## config.mk

```make
export PLATFORM = sky130hd
export DESIGN_NAME = uart_cmd_parser
export DESIGN_NICKNAME = d
export VERILOG_FILES = /design/src/rtl/uart_cmd_parser.sv
export SDC_FILE = /design/constraint.sdc
export NUM_CORES = 1
export LEC_CHECK = 0
export ABC_AREA = 1
export CORE_UTILIZATION = 28
export DETAILED_ROUTE_END_ITERATION = 7
export PLACE_DENSITY = 0.51
export SYNTH_ARGS = -nofsm -noshare
export SYNTH_HDL_FRONTEND = slang
export SYNTH_SLANG_ARGS = --single-unit
```

## constraint.sdc

```tcl
create_clock -name iClk -period 2.02 [get_ports iClk]
set_input_delay 0.404 -clock iClk [delete_from_list [all_inputs] [get_ports iClk]]
set_output_delay 0.404 -clock iClk [all_outputs]
set_load 0.02 [all_outputs]
```

## src/rtl/uart_cmd_parser.sv

```systemverilog
// +--------------------------------------------------------------------------+
// | uart_cmd_parser: line-buffered UART command parser with report strobes.  |
// | Optional echo path enabled by macro UART_CMD_ECHO_EN.   Rev 1.0          |
// +--------------------------------------------------------------------------+
`default_nettype none

module uart_cmd_parser #(
  parameter int MAX_LEN = 8
) (
  input  logic       iClk,
  input  logic       iRstn,
  input  logic [7:0] iRxData,
  input  logic       iRxValid,
  output logic [7:0] oLoopData,
  output logic       oLoopValid,
  output logic       oReqWatchReport,
  output logic       oReqSr04Report,
  output logic       oReqTempReport,
  output logic       oReqHumReport,
  output logic       oCmdError
);

  localparam logic [3:0] C_MAX_LEN = 4'(MAX_LEN);
  localparam int         C_HEAD    = 5;

  typedef enum logic [0:0] {
    COLLECT  = 1'b0,
    OVERFLOW = 1'b1
  } state_t;

  state_t     r_state;
  logic [7:0] r_buf [MAX_LEN];
  logic [3:0] r_len;

  logic       r_pend;
  logic       r_pendErr;
  logic [3:0] r_decLen;
  logic [7:0] r_decBuf [C_HEAD];

  logic       r_reqWatch;
  logic       r_reqSr04;
  logic       r_reqTemp;
  logic       r_reqHum;
  logic       r_cmdError;

  logic       w_isTerm;
  logic       w_isErase;
  logic [7:0] w_char;
  logic [7:0] w_head [C_HEAD];
  logic       w_matchWatch;
  logic       w_matchSr04;
  logic       w_matchTemp;
  logic       w_matchHum;

  assign w_isTerm  = (iRxData == 8'h0D) || (iRxData == 8'h0A);
  assign w_isErase = (iRxData == 8'h08) || (iRxData == 8'h7F);
  assign w_char    = ((iRxData >= 8'h61) && (iRxData <= 8'h7A)) ? (iRxData - 8'h20) : iRxData;

  // Only the first five characters can ever match a known command.
  generate
    for (genvar i = 0; i < C_HEAD; i++) begin : g_head
      if (i < MAX_LEN) begin : g_copy
        assign w_head[i] = r_buf[i];
      end else begin : g_pad
        assign w_head[i] = 8'h00;
      end
    end
  endgenerate

  always_ff @(posedge iClk or negedge iRstn) begin
    if (!iRstn) begin
      r_state   <= COLLECT;
      r_len     <= 4'd0;
      r_pend    <= 1'b0;
      r_pendErr <= 1'b0;
      r_decLen  <= 4'd0;
      for (int i = 0; i < MAX_LEN; i++) r_buf[i] <= 8'h00;
      for (int i = 0; i < C_HEAD; i++) r_decBuf[i] <= 8'h00;
    end else begin
      // The pending flag lives one cycle, so decode can be refilled every edge.
      r_pend    <= 1'b0;
      r_pendErr <= 1'b0;
      if (iRxValid) begin
        if (w_isTerm) begin
          if (r_state == OVERFLOW) begin
            r_pend    <= 1'b1;
            r_pendErr <= 1'b1;
            r_len     <= 4'd0;
            r_state   <= COLLECT;
          end else if (r_len != 4'd0) begin
            r_pend   <= 1'b1;
            r_decLen <= r_len;
            for (int i = 0; i < C_HEAD; i++) r_decBuf[i] <= w_head[i];
            r_len    <= 4'd0;
          end
        end else if (w_isErase) begin
          if ((r_state == COLLECT) && (r_len != 4'd0)) r_len <= r_len - 4'd1;
        end else if (r_state == COLLECT) begin
          if (r_len == C_MAX_LEN) begin
            r_state <= OVERFLOW;
          end else begin
            for (int i = 0; i < MAX_LEN; i++) begin
              if (r_len == 4'(i)) r_buf[i] <= w_char;
            end
            r_len <= r_len + 4'd1;
          end
        end
      end
    end
  end

  assign w_matchWatch = (r_decLen == 4'd5) && (r_decBuf[0] == "W") && (r_decBuf[1] == "A") &&
                        (r_decBuf[2] == "T") && (r_decBuf[3] == "C") && (r_decBuf[4] == "H");
  assign w_matchSr04  = (r_decLen == 4'd4) && (r_decBuf[0] == "S") && (r_decBuf[1] == "R") &&
                        (r_decBuf[2] == "0") && (r_decBuf[3] == "4");
  assign w_matchTemp  = (r_decLen == 4'd4) && (r_decBuf[0] == "T") && (r_decBuf[1] == "E") &&
                        (r_decBuf[2] == "M") && (r_decBuf[3] == "P");
  assign w_matchHum   = (r_decLen == 4'd3) && (r_decBuf[0] == "H") && (r_decBuf[1] == "U") &&
                        (r_decBuf[2] == "M");

  always_ff @(posedge iClk or negedge iRstn) begin
    if (!iRstn) begin
      r_reqWatch <= 1'b0;
      r_reqSr04  <= 1'b0;
      r_reqTemp  <= 1'b0;
      r_reqHum   <= 1'b0;
      r_cmdError <= 1'b0;
    end else begin
      r_reqWatch <= 1'b0;
      r_reqSr04  <= 1'b0;
      r_reqTemp  <= 1'b0;
      r_reqHum   <= 1'b0;
      r_cmdError <= 1'b0;
      if (r_pend) begin
        if (r_pendErr)         r_cmdError <= 1'b1;
        else if (w_matchWatch) r_reqWatch <= 1'b1;
        else if (w_matchSr04)  r_reqSr04  <= 1'b1;
        else if (w_matchTemp)  r_reqTemp  <= 1'b1;
        else if (w_matchHum)   r_reqHum   <= 1'b1;
        else                   r_cmdError <= 1'b1;
      end
    end
  end

  assign oReqWatchReport = r_reqWatch;
  assign oReqSr04Report  = r_reqSr04;
  assign oReqTempReport  = r_reqTemp;
  assign oReqHumReport   = r_reqHum;
  assign oCmdError       = r_cmdError;

`ifdef UART_CMD_ECHO_EN
  logic [7:0] r_loopData;
  logic       r_loopValid;

  always_ff @(posedge iClk or negedge iRstn) begin
    if (!iRstn) begin
      r_loopData  <= 8'h00;
      r_loopValid <= 1'b0;
    end else begin
      r_loopValid <= iRxValid;
      if (iRxValid) r_loopData <= iRxData;
    end
  end

  assign oLoopData  = r_loopData;
  assign oLoopValid = r_loopValid;
`else
  assign oLoopData  = 8'h00;
  assign oLoopValid = 1'b0;
`endif

endmodule

`default_nettype wire

```

# [After elaboration in Yosys (flattened, before gate mapping)]
# Index checks and enable logic that the tools add are counted.
[totals] input_bits=11 output_inout_bits=14 ff_bits=96 word_cells=134
[op_classes] order_cmp=2 n_eq_ne=32 mux=43 n_reduce_logical=30 addsub=3 bitwise_logic=4
[op_table] operator="8-bit by 7-bit equality test with 1-bit output (second input constant)" count=14
[op_table] operator="1-bit 2-to-1 mux" count=35
[op_table] operator="6-bit AND reduction" count=5
[op_table] operator="4-bit 2-to-1 mux" count=7
[op_table] operator="8-bit by 4-bit equality test with 1-bit output (second input constant)" count=3
[op_table] operator="1-bit logical AND" count=18
[op_table] operator="8-bit by 6-bit equality test with 1-bit output (second input constant)" count=2
[op_table] operator="4-bit by 2-bit equality test with 1-bit output (second input constant)" count=3
[op_table] operator="4-bit by 3-bit equality test with 1-bit output (second input constant)" count=3
[op_table] operator="8-bit by 7-bit >= comparator with 1-bit output (second input constant)" count=1
[op_table] operator="8-bit by 7-bit less-or-equal comparator with 1-bit output (second input constant)" count=1
[op_table] operator="8-bit 2-to-1 mux" count=1
[op_table] operator="8-bit by 6-bit subtractor with 8-bit output (second input constant)" count=1
[op_table] operator="3-bit by 2-bit != test with 1-bit output (second input constant)" count=2
[op_table] operator="5-bit AND reduction" count=1
[op_table] operator="4-bit by 1-bit adder with 4-bit output (second input constant)" count=1
[op_table] operator="4-bit by 1-bit equality test with 1-bit output (second input constant)" count=1
[op_table] operator="4-bit equality test (second input constant)" count=1
[op_table] operator="4-bit logical NOT" count=1
[op_table] operator="1-bit NOT" count=4
[op_table] operator="4-bit AND reduction" count=1
[op_table] operator="4-bit nonzero test" count=1
[op_table] operator="4-bit by 1-bit subtractor with 4-bit output (second input constant)" count=1
[op_table] operator="3-bit by 1-bit != test with 1-bit output (second input constant)" count=1
[op_table] operator="4 further kinds" count=5

# [Logic depth before layout (Yosys ltp)]
[logic_depth] ltp_word=10 depth_mapped=12 mapped_depth_nobuf=11

# [Worst setup path after synthesis]
# OpenSTA, ideal clock, no wires.
[synth_path] path_kind="register to register" startpoint="reg r_len[0]" endpoint="reg r_buf[30] (netlist bit)" path_buffers=0 required_time_ns=1.902 setup_time_ns=0.118 arrival_time_ns=1.561 stages_incl_launch_ff=10 path_slack_ns=0.342 period_less_slack_ns=1.678 path_cell_list="dfrtp_1 inv_1 ha_1 nand2_1 nor2_2 nor2_4 nand3_4 nor2_8 nand2_1 nand2_1"
[synth_between] elab_chain_cells=3 elab_cells_between_ends=4 classes_between="eq/ne (2); bitwise (1); reduce/logical (1)"
[synth_lines] item="start: declaration" line="33" text="logic [3:0] r_len;"
[synth_lines] item="start signal: assignment" line="97" text="if ((r_state == COLLECT) && (r_len != 4'd0)) r_len <= r_len - 4'd1;"
[synth_lines] item="start signal: assignment" line="105" text="r_len <= r_len + 4'd1;"
[synth_lines] item="4-bit equality test" line="99" text="if (r_len == C_MAX_LEN) begin"
[synth_lines] item="1-bit NOT (no line)"
[synth_lines] item="6-bit AND reduction (no line) *"
[synth_lines] item="end signal: indexed assignment" line="103" text="if (r_len == 4'(i)) r_buf[i] <= w_char;"
[synth_lines] item="end: declaration" line="32" text="logic [7:0] r_buf [MAX_LEN];"
# Every way passes the cells marked *; elsewhere a longest branch is shown, timed or not.
# A chain may end at the register's enable or synchronous reset.

# [Worst setup path after layout]
[layout_path] startpoint="in iRxData[3]" endpoint="reg r_decBuf[25] (netlist bit)"
[layout_between] elab_chain_cells=3 elab_cells_between_ends=4 classes_between="eq/ne (2); reduce/logical (2)"
[layout_lines] item="start: declaration" line="12" text="input logic [7:0] iRxData,"
[layout_lines] item="8-bit by 4-bit equality test with 1-bit output" line="55" text="assign w_isTerm = (iRxData == 8'h0D) || (iRxData == 8'h0A);"
[layout_lines] item="1-bit logical OR *" line="55"
[layout_lines] item="4-bit AND reduction (no line) *"
[layout_lines] item="end: declaration" line="38" text="logic [7:0] r_decBuf [C_HEAD];"
# Marked as above.

==> results_dict.tcl <==
set metrics [dict create \
    fmax_mhz 536 \
    p_clk_share_pct 41.8 \
    min_path_cells 2 \
    synth.distinct_cells 34 \
    ys_ff_latch 96 \
    combPwrFrac_pct 16.7 \
    cts.path.max_buffers 2 \
    ant_nets 0 \
    drv_cap 0 \
    irDropWorstVdd_mv 0.423 \
    r2r_slack_ns 0.19 \
    track_usage_pct 14.1 \
    start_kind "input pin" \
    grt_pass1_wl_um 18900 \
    die_w_um 132 \
    setup_viol 0 \
    fp.dieH_um 132 \
    die_area_um2 17500 \
    hold_violations 0 \
    yosys_warnings 0 \
    seq_power_share_pct 41.5 \
    antenna_found_initial 0 \
    area_delta_synth_final_pct 21.8 \
    drt-wirelength-per-cell_um 12.9 \
    clk_latency_ns 0.35 \
    clock-sinks 96 \
    switchingPower_uw 1350 \
    internal-power_uw 3710 \
    crit_path_frequent_cell "nand2_1" \
    htree_levels 3 \
    rows 47 \
    hp-class "flop to flop" \
    grt-ovfl-total 0 \
    clkTransAtPathRegs_ns 0.07 \
    multiInputGateArea_um2 1990 \
    min_period_ns 1.86 \
    crit_chain "clkdlybuf4s50_1 > nand2_1 > nor2_2 > nand2_1 > nand2_1 > nand2_2 > nor2_4 > nand2_4 > buf_12 > nor2_1 > a21oi_1" \
    fin_crit_sh_pct 92.3 \
    worstPathArrival_ns 2.10 \
    syn_inst 589 \
    start_util_pct 28.6 \
    reg2reg_depth 8 \
    ios 25 \
    final_net_count 661 \
    seq_area_um2 2400 \
    drv_slew 0 \
    total_leakage_power_uw 0.00308 \
    critPathRequiredTime_ns 2.25 \
    place_inst 848 \
    diodes 0 \
    crit_fanout 49 \
    synth_area_um2 4740 \
    drc 0 \
    hold_end "r_decBuf[39]" \
    drive_gt1_share_pct 13.7 \
    cts-root-buf "clkbuf_16" \
    netSwitchingFraction_pct 26.6 \
    drt_wl_total_um 11200 \
    cpMaxStageDelayCell "clkdlybuf4s50_1" \
    seq_area_frac_synth_pct 50.7 \
    regToRegEndpoint "r_buf[59]" \
    vias 3753 \
    core_area_um2 16600 \
    slowest_delay_ns 0.58 \
    fillCellCount 1750 \
    drt_iter0_markers 260 \
    routabilityCongestion 0.809 \
    grt_pass1_vias 3698 \
    syn_area_per_cell_um2 8.05 \
    io_buffers 15 \
    rsz0062_at_grt "no" \
    final_cells 869 \
    end_kind "flop" \
    detailedPlacementHpwl_um 8400 \
    powerDensity_nw_per_um2 876 \
    drt-pass1-iter-count 6 \
    vias_per_cell 4.32 \
    fin_skew_ns 0.00420 \
    setup_tns_ns 0 \
    status "complete, no violations" \
    r2r-start "r_len[1]" \
    grt_max_degree 50 \
    critPathKind "input pin to flop" \
    min-delay-start "r_decBuf[39]" \
    cts_tree "built" \
    numCtsBuffers 9 \
]
critical path: cells and delay by family:
family | cells | cell delay [ns]
compound gates | 1 | 0.06
buf+inv | 2 | 0.77
simple gates | 8 | 0.83
sequential cells by signal, indices dropped and copies added, names as in the netlist, 4 cells and up:
| signal | count |
|---|---|
| r_decBuf | 40 |
| r_len | 4 |
| r_decLen | 4 |
| r_buf | 40 |
repair_timing:
| item | CTS | global route |
|---|---|---|
| setup buffers | 0 | 5 |
| gates resized for setup | 0 | 3 |
| endpoints found under the hold margin | 19 | 0 |
| hold buffers | 1 | 0 |
| setup endpoints to repair | 0 | 6 |
cells in the final DEF (no fill, tap or decap), drive strengths merged:
cell type / instances
o21a: 1
nand4: 2
nand3b: 3
inv: 49
and3: 1
o21ai: 7
a31oi: 2
buf: 45
dlygate4sd3: 1
xor2: 3
clkinv: 1
bufinv: 4
clkbuf: 10
conb: 9
nand3: 39
a21oi: 29
nor2: 88
ha: 5
nor3: 11
dfrtp: 96
clkdlybuf4s50: 14
nand2: 229
per-stage QoR:
stage / util, % / area (um2) / total power, uW / hold slack, ns / setup slack, ns
6_report: 34.8 / 5780 / 5060 / 0.473 / 0.155
5_1_grt: 34.8 / 5780 / 5290 / 0.496 / 0.00721
4_1_cts: 34.5 / 5720 / 5040 / 0.477 / 0.131
3_5_place_dp: 32.2 / 5340 / 2910 / 0.323 / -0.228
3_3_place_gp: 32.2 / 5340 / 2900 / 0.321 / -0.190
2_1_floorplan: - / 4770 / 2640 / 0.108 / 0.342
cell type report:
class	instances	share of cell area, %
Clock inverter	5	2.23
Timing Repair Buffer	60	9.53
Sequential cell	96	41.6
Multi-Input combinational cell	429	34.5
Clock buffer	10	4.14
Tap cell	220	4.77
Inverter	49	3.23
kinds of logic (layout without fill, tap and decap cells):
logic type,Yosys count,in the layout,synth area share (%)
AOI/OAI and AO/OA,39,39,4.62
adders and majority gates,5,5,1.32
DFF,96,96,50.7
other,1,9,0.0791
buffers and inverters,72,124,8.13
and+or+nand+nor,373,373,34.6
xor gates and xnor gates,3,3,0.554
synth_stat cells, drive strengths merged:
cell type / number / area [um2]
buf: 22 / 195
xor2: 3 / 26.3
nand4: 2 / 12.5
o21a: 1 / 7.51
ha: 5 / 62.6
conb: 1 / 3.75
a31oi: 2 / 27.5
a21oi: 29 / 145
nand2: 229 / 882
clkbuf: 1 / 3.75
o21ai: 7 / 38.8
nand3: 39 / 213
nand3b: 3 / 22.5
nor3: 11 / 71.3
dfrtp: 96 / 2400
inv: 49 / 186
nor2: 88 / 434
and3: 1 / 6.26
layer usage:
metal	global-route usage, %	wire, um	up-vias
li1	-	-	1918
met1	19.4	5310	1751
met2	21.5	5160	67
met3	2.42	441	17
met4	7.04	267	0
met5	0	0	-
worst max-delay path by stage:
stage | from | endpoint | slack [ns] | depth (start not counted)
3_3_place_gp | iRxData[2] | r_buf[26] | -0.19 | 10
4_1_cts | r_len[1] | r_buf[26] | 0.13 | 8
6_report | iRxData[3] | r_decBuf[25] | 0.16 | 11
5_1_grt | r_len[1] | r_len[3] | 0.007 | 10
2_1_floorplan | r_len[0] | r_buf[30] | 0.34 | 9
3_5_place_dp | iRxData[3] | r_decBuf[25] | -0.23 | 11
power groups by stage:
stage	Combinational, uW	Sequential (uW)	Clock [uW]
floorplan	525	2120	0
global placement	760	2140	0
detailed placement	771	2140	0
CTS	776	2100	2160
global route	947	2110	2240
finish	845	2100	2120
Power figures use the tool's default switching activity.
